### src/rtl/app_pkg.sv
// Shared types for the APP channel sequencer: FSM state encoding and synchroniser depth.
package app_pkg;

  typedef enum logic [2:0] {
    IDLE   = 3'd0,
    HIGH   = 3'd1,
    LOW    = 3'd2,
    TOHOLD = 3'd3,
    FULL   = 3'd4
  } app_state_e;

  localparam int SYNC_STAGES = 2;

endpackage

### src/rtl/app_vp_pulse.sv
// Retriggerable pulse stretcher: a 1-cycle trig yields a PULSE_CLKS-wide pulse,
// a retrigger while busy restarts the full width.
module app_vp_pulse #(
  parameter int PULSE_CLKS = 3
) (
  input  logic clk,
  input  logic rst_init,
  input  logic trig,
  output logic pulse
);

  localparam int PW = $clog2(PULSE_CLKS + 1);

  logic [PW-1:0] r_cnt;

  always_ff @(posedge clk) begin
    if (rst_init)            r_cnt <= '0;
    else if (trig)           r_cnt <= PW'(PULSE_CLKS);
    else if (r_cnt != '0)    r_cnt <= r_cnt - PW'(1);
  end

  assign pulse = (r_cnt != '0);

endmodule

### src/rtl/app_chan_seq.sv
// APP channel event sequencer: synchronises vcomp, steps TOT events into ping/pong slots
// and fires per-event TAC pulses. Define APP_SEQ_WRAP_EN to wrap instead of holding FULL.
module app_chan_seq
  import app_pkg::*;
#(
  parameter int NSLOT      = 8,
  parameter int PULSE_CLKS = 3,
  parameter int TO_W       = 8,
  parameter int CNT_W      = $clog2(NSLOT + 1)
) (
  input  logic                 clk,
  input  logic                 rst_init,
  input  logic                 vcomp,
  input  logic [TO_W-1:0]      timeout_cfg,
  input  logic                 read_en,
  output logic [NSLOT/2-1:0]   sample,
  output logic [NSLOT/2-1:0]   sampleP,
  output logic [NSLOT-1:0]     VP_front,
  output logic [NSLOT-1:0]     VP_back,
  output logic [CNT_W-1:0]     count,
  output logic                 full,
  output logic                 timeout_evt,
  output logic                 overflow
);

  logic [SYNC_STAGES-1:0] r_sync;
  logic                   r_vc_d;
  app_state_e             r_state, w_state_nxt;
  logic [CNT_W-1:0]       r_k, w_k_nxt;
  logic [CNT_W-1:0]       r_count, w_count_nxt;
  logic [NSLOT-1:0]       r_slot, w_slot_nxt;
  logic [TO_W-1:0]        r_to, w_to_nxt;
  logic                   r_to_evt, w_to_evt_nxt;
  logic                   r_ovf, w_ovf_nxt;
  logic [NSLOT-1:0]       w_front_trig, w_back_trig;
  logic [NSLOT-1:0]       w_k_oh, w_p_oh;
  logic                   w_sync, w_rise, w_fall, w_to_hit, w_fall_go;

  assign w_sync   = r_sync[SYNC_STAGES-1];
  assign w_rise   = w_sync & ~r_vc_d;
  assign w_fall   = ~w_sync & r_vc_d;
  assign w_to_hit = (timeout_cfg != '0) && (r_to == timeout_cfg - TO_W'(1));

  // Current slot and the opposite-phase slot it releases; after a wrap slot 0 pairs with NSLOT-1.
  always_comb begin
    w_k_oh = '0;
    w_p_oh = '0;
    for (int i = 0; i < NSLOT; i++) begin
      w_k_oh[i] = (r_k == CNT_W'(i));
      w_p_oh[i] = ((r_k != '0) && (r_k == CNT_W'(i + 1))) ||
                  (r_ovf && (r_k == '0) && (i == NSLOT - 1));
    end
  end

  always_ff @(posedge clk) begin
    if (rst_init) begin
      r_sync   <= '0;
      r_vc_d   <= 1'b0;
      r_state  <= IDLE;
      r_k      <= '0;
      r_count  <= '0;
      r_slot   <= '0;
      r_to     <= '0;
      r_to_evt <= 1'b0;
      r_ovf    <= 1'b0;
    end else begin
      r_sync   <= {r_sync[SYNC_STAGES-2:0], vcomp};
      r_vc_d   <= w_sync;
      r_state  <= w_state_nxt;
      r_k      <= w_k_nxt;
      r_count  <= w_count_nxt;
      r_slot   <= w_slot_nxt;
      r_to     <= w_to_nxt;
      r_to_evt <= w_to_evt_nxt;
      r_ovf    <= w_ovf_nxt;
    end
  end

  always_comb begin
    w_state_nxt  = r_state;
    w_k_nxt      = r_k;
    w_count_nxt  = r_count;
    w_slot_nxt   = r_slot;
    w_to_nxt     = r_to;
    w_to_evt_nxt = 1'b0;
    w_ovf_nxt    = r_ovf;
    w_front_trig = '0;
    w_back_trig  = '0;
    w_fall_go    = 1'b0;

    if (read_en) begin
      w_k_nxt     = '0;
      w_count_nxt = '0;
      w_slot_nxt  = '0;
      w_to_nxt    = '0;
      w_ovf_nxt   = 1'b0;
      w_state_nxt = w_sync ? TOHOLD : IDLE;
    end else begin
      case (r_state)
        IDLE, LOW: begin
          if (w_rise && (r_k < CNT_W'(NSLOT))) begin
            w_slot_nxt   = r_slot | w_k_oh;
            w_front_trig = w_k_oh;
            w_count_nxt  = r_ovf ? CNT_W'(NSLOT) : r_k + CNT_W'(1);
            w_to_nxt     = '0;
            w_state_nxt  = HIGH;
          end
        end
        HIGH: begin
          if (w_fall) begin
            w_fall_go = 1'b1;
          end else if (w_to_hit) begin
            w_fall_go    = 1'b1;
            w_to_evt_nxt = 1'b1;
          end else begin
            w_to_nxt = r_to + TO_W'(1);
          end
        end
        TOHOLD: begin
          if (!w_sync) w_state_nxt = (r_k == CNT_W'(NSLOT)) ? FULL : LOW;
        end
        default: ;
      endcase

      // Real or forced fall closes event k.
      if (w_fall_go) begin
        w_back_trig = w_k_oh;
        w_slot_nxt  = r_slot & ~w_p_oh;
        if (r_k == CNT_W'(NSLOT - 1)) begin
`ifdef APP_SEQ_WRAP_EN
          w_k_nxt    = '0;
          w_slot_nxt = w_slot_nxt & ~NSLOT'(1);
          w_ovf_nxt  = 1'b1;
`else
          w_k_nxt    = CNT_W'(NSLOT);
`endif
        end else begin
          w_k_nxt = r_k + CNT_W'(1);
        end
        if (w_to_evt_nxt)                  w_state_nxt = TOHOLD;
        else if (w_k_nxt == CNT_W'(NSLOT)) w_state_nxt = FULL;
        else                               w_state_nxt = LOW;
      end
    end
  end

  for (genvar g = 0; g < NSLOT; g++) begin : g_vp
    app_vp_pulse #(.PULSE_CLKS(PULSE_CLKS)) u_front (
      .clk(clk), .rst_init(rst_init), .trig(w_front_trig[g]), .pulse(VP_front[g])
    );
    app_vp_pulse #(.PULSE_CLKS(PULSE_CLKS)) u_back (
      .clk(clk), .rst_init(rst_init), .trig(w_back_trig[g]), .pulse(VP_back[g])
    );
  end

  for (genvar g = 0; g < NSLOT / 2; g++) begin : g_slot
    assign sample[g]  = r_slot[2*g];
    assign sampleP[g] = r_slot[2*g+1];
  end

  assign count       = r_count;
  assign full        = (r_state == FULL);
  assign timeout_evt = r_to_evt;
`ifdef APP_SEQ_WRAP_EN
  assign overflow    = r_ovf;
`else
  assign overflow    = 1'b0;
`endif

endmodule

### config.mk
export PLATFORM = sky130hd
export DESIGN_NAME = app_chan_seq
export DESIGN_NICKNAME = d
export VERILOG_FILES = /design/src/rtl/app_pkg.sv /design/src/rtl/app_vp_pulse.sv /design/src/rtl/app_chan_seq.sv
export SDC_FILE = /design/constraint.sdc
export NUM_CORES = 1
export LEC_CHECK = 0
export ABC_AREA = 0
export BUFFER_PORTS_ARGS = -buffer_cell sky130_fd_sc_hd__buf_2
export CAP_MARGIN = 20
export CORE_MARGIN = 5
export CORE_UTILIZATION = 45
export CTS_CLUSTER_SIZE = 28
export DETAILED_ROUTE_END_ITERATION = 7
export SLEW_MARGIN = 20
export SYNTH_ARGS = -nofsm -noshare
export SYNTH_HDL_FRONTEND = slang
export SYNTH_SLANG_ARGS = --single-unit
### constraint.sdc
create_clock -name clk -period 4.5 [get_ports clk]
set_clock_uncertainty 0.1 [all_clocks]
set_input_delay 0.9 -clock clk [delete_from_list [all_inputs] [get_ports clk]]
set_output_delay 0.9 -clock clk [all_outputs]
set_load 0.05 [all_outputs]
* Word-level counts from Yosys, hierarchy flattened
Index checks and enable logic that the tools add are counted.
Storage, ports and cells: register bits 63, output and inout port bits 31
Operators by class: add/subtract/negate cells 19, order comparisons 1, eq/ne operators 19, mux-type cells 63, bitwise operators 7, reduce and logical (&&, ||, !) cells 56
Operators by type and width (count):
- $mux 8 | 11
- $reduce_bool 2->1 | 35
- $mux 2 | 33
- $sub 2x1->2 const B | 16
- $mux 3 | 7
- $eq 4x3->1 const B | 4
- $pmux 8 s2 | 1
- $mux 4 | 3
- $logic_and 1x1->1 | 10
- $add 8x1->8 const B | 1
- $and 8x8->8 | 1
- $eq 4x2->1 const B | 2
- $eq 4x4->1 const B | 2
- $eq 8x8->1 | 1
- $ne 4x4->1 const B | 2
- $not 8->8 | 1
- $or 8x8->8 | 1
- $reduce_bool 4->1 | 2
- $reduce_bool 8->1 | 1
- $sub 8x1->8 const B | 1
- $mux 1 | 7
- $eq 3x2->1 const B | 2
- $ne 2x2->1 const B | 3
- $pmux 3 s2 | 1
- 13 further kinds | 17

* Logic depth before layout (Yosys ltp)
Gate-level depths: netlist of run 1.
depth after elaboration 14, depth in mapped cells 10, depth with buffers taken out 8

* Modules after synthesis
From an unflattened synthesis of run 1, not the netlist that was laid out.
Second synthesis, totals: cell total of the unflattened synthesis 417, area total of the unflattened synthesis 3537.1 um^2
By module, submodules not included:
- app_chan_seq | times used 1, cells each 241, area an instance 1935.6 um^2, seq. area each 620.6 um^2
- app_vp_pulse | times used 16, cells each 11, area an instance 100.1 um^2, seq. area each 40.0 um^2

* Worst setup path before layout of run 1
Ideal clock, no wire load.
path kind in2reg, from in timeout_cfg[0], to reg g_vp[0].u_back.r_cnt[1], setup time 0.068 ns, data arrival time 2.910 ns, data required time 4.332 ns, setup slack 1.422 ns, stages 10, cell sequence inv_1 -> ha_1 -> clkbuf_1 -> o21bai_1 -> a2111o_1 -> o311a_1 -> a32oi_2 -> buf_2 -> nand4b_4 -> a21oi_2
Between the ends: cells in the longest elaborated chain, start to end 10
Ends and longest elaborated chain:
- from (decl) | RTL line app_chan_seq.sv:14 | input logic [TO_W-1:0] timeout_cfg,
- $sub 8x1->8 | RTL line app_chan_seq.sv:42 | assign w_to_hit = (timeout_cfg != '0) && (r_to == timeout_cfg - TO_W'(1));
- $eq 8x8->1 | RTL line app_chan_seq.sv:42
- $logic_and 1x1->1 * | RTL line app_chan_seq.sv:42
- $mux 1 * | RTL line app_chan_seq.sv:112 | end else if (w_to_hit) begin
- $mux 1 * | RTL line app_chan_seq.sv:110 | if (w_fall) begin
- $mux 1 * | RTL line app_chan_seq.sv:99 | case (r_state)
- $mux 1 * | RTL line app_chan_seq.sv:91 | if (read_en) begin
- $mux 8 * | RTL line app_chan_seq.sv:126 | if (w_fall_go) begin
- $mux 8 * | RTL line app_chan_seq.sv:91
- $mux 2 / $reduce_bool 2->1 (equally long branches)
- to (signal assigned) | RTL line app_vp_pulse.sv:18 | else if (trig) r_cnt <= PW'(PULSE_CLKS);
- to (signal assigned) | RTL line app_vp_pulse.sv:19 | else if (r_cnt != '0) r_cnt <= r_cnt - PW'(1);
- to (decl) | RTL line app_vp_pulse.sv:14 | logic [PW-1:0] r_cnt;
Every way passes the cells marked *; elsewhere a longest branch is shown, timed or not. The select of a mux whose other input is x is not followed. A chain may end at the register's enable or synchronous reset.

* Worst setup path after layout of run 1
from in timeout_cfg[0], to reg r_slot[1]
Between the ends: cells in the longest elaborated chain, start to end 9
Ends and longest elaborated chain:
- $sub 8x1->8 | RTL line app_chan_seq.sv:42
- $eq 8x8->1 | RTL line app_chan_seq.sv:42
- $logic_and 1x1->1 * | RTL line app_chan_seq.sv:42
- $mux 1 * | RTL line app_chan_seq.sv:112
- $mux 1 * | RTL line app_chan_seq.sv:110
- $mux 1 * | RTL line app_chan_seq.sv:99
- $mux 1 * | RTL line app_chan_seq.sv:91
- $reduce_bool 2->1 (no line)
- $reduce_and 2->1 (no line)
- to (signal assigned) | RTL line app_chan_seq.sv:72 | r_slot <= w_slot_nxt;
- to (decl) | RTL line app_chan_seq.sv:31 | logic [NSLOT-1:0] r_slot, w_slot_nxt;
Marked as above.

==> results.md, run 1 <==
- Worst EP required: approximately 4600 ps
- Most numerous cell on the critical path: o311a_1
- Routed vias/inst: around 5.3
- RSZ-0062 raised after global routing: false
- Max cap viols: 0
- PwrDens: ~530 nW/µm²
- CTS tree: yes
- Cells along the critical path: buf_2 -> inv_1 -> ha_1 -> o21bai_1 -> a2111o_1 -> o311a_1 -> a32oi_2 -> buf_4 -> nand2_4 -> o311a_1
- Post-Synthesis Cell Area: approximately 3800 µm²
- Clock Sinks: 63
- TritonRoute pass-1 iters: 4
- First-pass GRT wire length: 13.6 mm
- DRT antenna net count: 0
- Crit-path max cell delay: about 450 ps
- Initial Utilization: 0.462
- Fraction of final layout cells sized beyond drive strength 1: 0.170
- Clock Latency Late Sink: 330 ps
- H-tree depth: 3
- Yosys cell types: 57
- Period minus WS final: approximately 3200 ps
- Post-route design area: 4110 µm²
- Element type at the critical path end: register
- Root Buffer: clkbuf_8
- Synthesized area per cell: ~8.5 µm²
- YS warnings: 0
- Worst hold slack: 359 ps
- Buffers on Ports: slightly above 40
- CP bufs+invs: 3
- Die area: 10,300 µm²
- I/O pins: 43
- CP delay by family, top: compound AO/OA/AOI/OAI gates
- Largest net degree at the start of global routing: 41
- Slew HR: 0.407
- CTS buffer count: 9
- Diode count: 0
- Clock-pin slew on the worst setup and hold paths: approximately 70 ps
- Area delta synth->final: 8.89%
- Main synth FF type: dfxtp_1
- Critical path class: in -> reg
- Max Fclk: ~0.31 GHz
- Vias in the first global route: 2,950
- Total Routing Usage GR: 0.165
- Most frequent cells in the layout: dfxtp_1 (63), inv_1 (55), a21oi_1 (52)
- Status: finished, final reports clean
- Seq/Total Area, Yosys: 0.334
- Leakage: 1.83 nW
- Vias: approximately 3,000
- Post-synth EDFFs: 0
- Crit-path max FO: 8
- Hold Vio Cnt, Final: 0
- Die X-Extent: between 100 and 150 µm
- Routability Congestion: between 0.8 and 0.9
- Asr flop ratio synth: 0
- Max-slew violations: 0
- Critical-path top delay cell: a32oi_2
- Resized cells post-CTS: 0
- Setup TNS: 0 ps
- Period utilisation layout: 0.711
- Most common cell after layout, fill and taps aside: dfxtp_1
- Residual DRC count: 0
- Cts hold-fix bufs: 0
- Initial antenna violation count: 0
- Placed inst area: between 3000 and 4000 µm²
- Worst EP arrival: about 3300 ps
- Die H: a little over 100 µm
- Row cnt: 33
- Core Area: slightly above 8000 µm²
- Tightest Pin Transition: slightly below 900 ps
- Net Count, Synth: between 400 and 500
- Yosys reg bits: between 60 and 70
- Grt ovf: 0
- Worst IR Drop VDD: between 0.15 and 0.2 mV
- Synth Instances: around 450
- DR iter-0 viols: 127
- Crit start category: input port
- Nets: 502
- Post-CTS setup buffers: 0
- CTS Buffer Depth: 2
- Final HPWL DP: around 6.0 mm
- Worst hold path class: reg -> reg
- WL final: approximately 8 mm
- DR WL/cell: ~14 µm
- Final setup violation count: 0
## logic make-up after synthesis
kind of cell | count (synthesis) | synth area share
flip-flops | 63 | 0.334
XOR/XNOR | 24 | 0.0557
AO/OA/AOI/OAI | 103 | 0.192
buffers and inverters | 89 | 0.108
multiplexers | 16 | 0.0451
AND/OR/NAND/NOR | 125 | 0.185
adder cells (fa/ha/maj) | 24 | 0.0796
other | 1 | 0.000994
## per-layer routing
layer  global-route usage  wire length [µm]  vias up
met4               0.0511                78        0
li1                     -                 -     1564
met2                0.282              3860       44
met3               0.0358               337        6
met5                    0                 0        -
met1                0.207              3700     1435
## cells in the mapped netlist, types with 2 or more instances
cell type	instances	area, µm²
dfxtp_1	63	1260
nor3_1	5	25.0
a21oi_2	3	26.3
mux2_2	8	90.1
ha_1	24	300
a21o_1	4	30.0
nand3_1	15	75.1
nand2b_1	3	18.8
o21ai_0	2	10.0
nand4_1	7	43.8
o211ai_1	4	30.0
a211o_1	2	17.5
nor2_1	27	101
and2_1	5	31.3
a211oi_1	3	22.5
o311a_1	4	40.0
or3_1	9	56.3
mux2i_1	8	80.1
a221oi_1	2	17.5
clkbuf_1	15	56.3
a21oi_1	52	260
o211a_1	2	20.0
o21a_1	2	15.0
nand2_1	30	113
a41o_1	2	20.0
nor2b_1	7	43.8
buf_4	17	128
nand4b_4	3	71.3
inv_1	55	206
or2_2	2	12.5
xor2_1	20	175
a311o_1	2	20.0
nand3b_1	3	22.5
nor3b_1	3	22.5
xnor2_1	4	35.0
o221a_1	4	45.0
a31oi_1	4	25.0
## power by group
part           internal, W  total (W)  switching [W]  leakage, nW
logic             0.000360    0.00101       0.000646         1.22
registers         0.000672   0.000723      0.0000509        0.516
clock network     0.000229   0.000448       0.000219       0.0894
## metrics by stage
stage                     total power (W)  setup slack [ps]  utilization  std cells
after detailed placement          0.00175               964        0.481        560
after global placement            0.00172              1030        0.481        560
after CTS                         0.00221              1330        0.503        576
after floorplan                   0.00169              1420            -        445
final                             0.00218              1300        0.503        576
after global routing              0.00235              1200        0.503        576
## final cells by class
class                      count  area (µm²)
sequential                    63        1260
inverter                      55         206
tap                          105         131
multi-input combinational    293        2110
timing repair buffer          44         228
clock buffer                  13         159
clock inverter                 3        17.5
fill                         810        4070
## path summary, 6_finish.rpt
path                to  depth (start not counted)           start  slack, ps
min reg2reg  r_sync[1]                          1       r_sync[0]        360
max reg2reg  r_slot[1]                          7      r_state[0]       1930
max          r_slot[1]                         10  timeout_cfg[0]       1300
min          r_sync[1]                          1       r_sync[0]        360
## registers in the layout, indices dropped and copies added, names as in the netlist
name	count
g_vp.u_front.r_cnt	16
r_k	4
r_sync	2
r_vc_d	1
r_state	3
g_vp.u_back.r_cnt	16
count	4
r_slot	8
r_to	8
timeout_evt	1
Note: power is estimated with default switching activity, not from simulation.
==> run 2: changes to the inputs <==
==> constraint.sdc (replaced) <==
create_clock -name clk -period 3.2 [get_ports clk]
set_clock_uncertainty 0.1 [all_clocks]
set_input_delay 0.64 -clock clk [delete_from_list [all_inputs] [get_ports clk]]
set_output_delay 0.64 -clock clk [all_outputs]
set_load 0.05 [all_outputs]
==> results.md, run 2 (same netlist as run 1, synthesis figures left out) <==
- Worst R2R Path Depth: 5
- Critical path class: in -> reg
- Reg-to-reg setup timing slack: 730 ps
- Core Area: slightly above 8000 µm²
- Cells along the critical path: buf_2 -> inv_1 -> ha_1 -> o21bai_1 -> a2111o_1 -> o311a_1 -> a32oi_2 -> buf_12 -> nand2_4 -> o311a_1
- Largest regs: g_vp.u_back.r_cnt: 16 flops, g_vp.u_front.r_cnt: 16 flops
- Vias: 3,033
- Leakage: around 1.8 nW
- CTS buffer count: 9
- Worst hold path class: reg -> reg
- DRT antenna net count: 0
- Largest net degree at the start of global routing: 25
- H-tree depth: 3
- Worst IR Drop VDD: ~0.23 mV
- Routed vias/inst: between 5 and 6
- Clock power frac: 0.208
- Worst EP arrival: between 2000 and 3000 ps
- First-pass GRT wire length: between 10 and 15 mm
- Max-slew violations: 0
- Post-layout util: 0.507
- Status: finished, final reports clean
- Residual DRC count: 0
- Row cnt: 33
- Max cap viols: 0
- Crit-path max cell delay: roughly 400 ps
- Hold path start: r_sync[0]
- CTS Buffer Depth: 2
- Switch Pwr: approximately 0.0013 W
- Die H: ~100 µm
- Period utilisation layout: 0.834
- Reg2reg end: g_vp[5].u_front.r_cnt[1]
- WL final: 8.05 mm
- Sw frac: 0.417
- Crit Reg-Reg Startpoint: r_k[3]
- Die area: between 10,000 and 15,000 µm²
- Max Fclk: approximately 0.37 GHz
- Hold depth: 1
- DR iter-0 viols: 95
- Clock Latency Late Sink: about 340 ps
- Total power: between 0.003 and 0.004 W
- Most common cell after layout, fill and taps aside: dfxtp_1
- CP bufs+invs: 3
- Slew HR: 0.404
- Clock-pin slew on the worst setup and hold paths: approximately 70 ps
- Worst EP required: about 3300 ps
- Combinational fraction of design power: 0.462
- Most frequent cells in the layout: dfxtp_1 (63), inv_1 (55), a21oi_1 (52)
- Hold EP: r_sync[1]
- Buffers on Ports: slightly above 40
- Initial antenna violation count: 0
- Reg power frac: 0.330
- Crit-path max FO: 18
- Clock Sinks: 63
- Critical-path top delay cell: a2111o_1
- Vias in the first global route: around 2,900
- Tightest Pin Transition: roughly 890 ps
- Hold Vio Cnt, Final: 0
- Routability Congestion: ~0.82
- TritonRoute pass-1 iters: 4
- Period minus WS final: between 2000 and 3000 ps
- Die X-Extent: 102 µm
- Post-CTS setup buffers: 0
- RSZ-0062 raised after global routing: false
- Final HPWL DP: between 6 and 7 mm
- Cts hold-fix bufs: 0
- PwrDens: between 700 and 800 nW/µm²
- Crit start category: input port
- Final setup violation count: 0
- Area delta synth->final: 9.78%
- DR WL/cell: 14.0 µm
- Most numerous cell on the critical path: o311a_1
- Root Buffer: clkbuf_8
- Internal cell power: between 0.0015 and 0.002 W
- Resized cells post-CTS: 0
- Total Routing Usage GR: 0.162
- Fillcell total: around 790
- Grt ovf: 0
- Fraction of final layout cells sized beyond drive strength 1: 0.176
- Nets: approximately 500
- CP delay by family, top: compound AO/OA/AOI/OAI gates
- Diode count: 0
- Initial Utilization: 0.462
- I/O pins: 43
- Element type at the critical path end: register
- CTS tree: yes
- Setup TNS: 0 ps
## run 2: worst max path at each step
stage               depth (start not counted)            from                      end  slack (ps)
global placement                           10  timeout_cfg[0]                r_slot[1]         240
floorplan                                  10  timeout_cfg[0]  g_vp[0].u_back.r_cnt[1]         380
CTS                                        10  timeout_cfg[0]                r_slot[1]         540
finish                                     10  timeout_cfg[0]                r_slot[1]         530
global route                               10  timeout_cfg[0]                r_slot[0]         420
detailed placement                         10  timeout_cfg[0]                r_slot[1]         210
## run 2: metal layers
metal	track usage	wire length (µm)	vias up
li1	-	-	1567
met1	0.202	3750	1402
met2	0.272	3830	52
met3	0.0420	354	12
met4	0.0542	112	0
met5	0	0	-
## run 2: power by group through the flow
| stage | clock, W | sequential [W] | combinational (W) |
|---|---|---|---|
| 2_1_floorplan | 0 | 0.00102 | 0.00135 |
| 3_5_place_dp | 0 | 0.00103 | 0.00143 |
| 4_1_cts | 0.000653 | 0.00102 | 0.00144 |
| 6_report | 0.000639 | 0.00101 | 0.00142 |
| 5_1_grt | 0.000693 | 0.00103 | 0.00158 |
| 3_3_place_gp | 0 | 0.00103 | 0.00139 |
## run 2: metrics by stage
step | setup slack, ps | hold WS [ps] | cell area, µm² | cells
after floorplan | 382 | 314 | 3770 | 445
after global placement | 239 | 325 | 3960 | 562
after detailed placement | 205 | 340 | 3960 | 562
after CTS | 544 | 355 | 4140 | 577
after global routing | 416 | 360 | 4140 | 577
final | 530 | 356 | 4140 | 577
## run 2: layout make-up
type                    count  area, µm²  share of cell area
clock buffers              12        165              0.0399
clock inverters             3       17.5             0.00423
inverters                  55        206              0.0498
multi-input cells         293       2110               0.508
flip-flops and latches     63       1260               0.304
well taps                 105        131              0.0317
repair buffers             46        255              0.0616
==> run 3: changes to the inputs <==
--- a/config.mk
+++ b/config.mk
@@ -5,7 +5,7 @@
 export SDC_FILE = /design/constraint.sdc
 export NUM_CORES = 1
 export LEC_CHECK = 0
-export ABC_AREA = 0
+export ABC_AREA = 1
 export BUFFER_PORTS_ARGS = -buffer_cell sky130_fd_sc_hd__buf_2
 export CAP_MARGIN = 20
 export CORE_MARGIN = 5
==> constraint.sdc (replaced) <==
create_clock -name clk -period 2.6 [get_ports clk]
set_clock_uncertainty 0.1 [all_clocks]
set_input_delay 0.52 -clock clk [delete_from_list [all_inputs] [get_ports clk]]
set_output_delay 0.52 -clock clk [all_outputs]
set_load 0.05 [all_outputs]
==> results.md, run 3 <==
- Fraction of final layout cells sized beyond drive strength 1: 0.140
- Placed inst area: about 3800 µm²
- Worst EP arrival: about 2300 ps
- Critical path class: in -> reg
- Area delta synth->final: 10.5%
- Row cnt: 32
- Nets: around 580
- Resized cells post-CTS: 0
- Asr flop ratio synth: 0
- Die H: 99.7 µm
- CTS buffer count: 9
- CTS tree: yes
- Die X-Extent: 99.7 µm
- Worst hold path class: in -> reg
- Cts hold-fix bufs: 0
- Fillcell total: slightly above 800
- Routability Congestion: roughly 0.9
- Post-CTS setup buffers: 0
- Vias: 3,108
- Total Routing Usage GR: 0.163
- Routed vias/inst: between 4 and 5
- Worst EP required: about 2800 ps
- Post-Synthesis Cell Area: 3620 µm²
- RSZ-0062 raised after global routing: false
- Initial Utilization: 0.466
- Hold Vio Cnt, Final: 0
- First-pass GRT wire length: ~13 mm
- YS warnings: 0
- Final setup violation count: 0
- Metal1 wirelength: about 3.8 mm
- Core Area: between 7000 and 8000 µm²
- Grt ovf: 0
- Period utilisation layout: 0.817
- Clock Latency Late Sink: 340 ps
- Max cap viols: 0
- Diode count: 0
- PwrDens: 945 nW/µm²
- Leakage: 1.83 nW
- WL final: 7.68 mm
- H-tree depth: 3
- Multi-input logic area: 1850 µm²
- DR WL/cell: between 10 and 15 µm
- Status: finished, final reports clean
- Max Fclk: roughly 0.47 GHz
- Most frequent cells in the layout: nand2_1 (104), inv_1 (84), dfxtp_1 (63)
- Seq/Total Area, Yosys: 0.349
- Yosys cell types: 31
- Most common cell after layout, fill and taps aside: nand2_1
- Element type at the critical path end: register
- Post-synth EDFFs: 0
- Storage cell area: approximately 1300 µm²
- Max-slew violations: 0
- Period minus WS final: approximately 2100 ps
- DR iter-0 viols: 224
- Post-route design area: roughly 4000 µm²
- Largest area contributor in the netlist: dfxtp_1
- Synthesized area per cell: a little over 7 µm²
- Residual DRC count: 0
- Synth Instances: 510
- Initial antenna violation count: 0
- Met2 wire length: around 3.5 mm
- Leading post-synthesis cells by cell area: dfxtp_1 (35%), nand2_1 (11%), inv_1 (8.7%)
- Largest net degree at the start of global routing: 39
- Top post-synthesis cells by count: nand2_1 (104), inv_1 (84), dfxtp_1 (63)
- Top-count cell post-synth: nand2_1
- Root Buffer: clkbuf_8
- Net Count, Synth: 546
- Largest regs: g_vp.u_back.r_cnt: 16 flops, g_vp.u_front.r_cnt: 16 flops
- Setup TNS: 0 ps
- CTS Buffer Depth: 2
- Slew HR: 0.588
- Crit start category: input port
- DRT antenna net count: 0
- Met3 WL: 287 µm
- Clock-pin slew on the worst setup and hold paths: about 70 ps
- Max layer used: met4
- I/O pins: 43
- Tightest Pin Transition: a little over 600 ps
- Crit-path max FO: 14
- Final HPWL DP: ~5.8 mm
- Die area: between 9000 and 10,000 µm²
- Vias in the first global route: roughly 3,000
- TritonRoute pass-1 iters: 4
- Clock Sinks: 63
- Yosys reg bits: 63
- Worst IR Drop VDD: roughly 0.52 mV
- Buffers on Ports: 41
- Main synth FF type: dfxtp_1
- Post-synth top area share: 0.349
[run 3: routing by layer]
layer	vias up	track usage
li1	1657	-
met5	-	0
met1	1389	0.218
met3	11	0.0316
met4	0	0.0546
met2	51	0.264
[run 3: cell type report]
type,instances,area share
sequential,63,0.315
inverter,88,0.0839
tap,102,0.0319
clock inverter,5,0.0147
timing repair buffer,44,0.0570
clock buffer,10,0.0344
multi-input combinational,334,0.463
[run 3: cell families (layout without fill, tap and decap cells)]
group,count (synthesis),after routing,share of synthesized area
AOI/OAI and AO/OA,92,92,0.131
xor gates and xnor gates,24,24,0.0581
adders and majority gates,24,24,0.0830
buffers and inverters,113,147,0.140
DFF,63,63,0.349
other,1,1,0.00104
and+or+nand+nor,193,193,0.238
[run 3: power by group]
group	switching (W)	internal (W)	total [W]
Combinational	0.00112	0.000525	0.00165
Sequential	0.000104	0.00117	0.00127
Clock	0.000390	0.000463	0.000853
[run 3: critical path: stages]
cell and delay [ps]:
buf_2 110, inv_1 140, ha_1 270, inv_1 60, nand2_1 40, nand2_1 60, nand2_1 50, nor2_1 90
nand2_1 70, nor2_2 120, nand3_4 130, nand2_4 180, inv_6 100, nor2_4 130, nand2_1 80, a21oi_1 130
[run 3: path summary, 6_finish.rpt]
kind,startpoint,endpoint,slack (ps),cells past startpoint
worst max-delay path,timeout_cfg[0],g_vp[7].u_back.r_cnt[1],480,16
worst min-delay path,vcomp,r_sync[0],290,3
worst max register to register,r_k[1],r_state[2],660,11
worst min register to register,r_sync[0],r_sync[1],310,2
[run 3: stage by stage]
stage               power (W)  hold slack (ps)  utilization  setup WS [ps]  cells
floorplan             0.00284              288            -            484    510
global placement      0.00290              300        0.489            188    631
detailed placement    0.00297              300        0.489           83.1    631
CTS                   0.00383              271        0.515            450    646
global route          0.00408              284        0.515            247    646
finish                0.00378              286        0.515            476    646
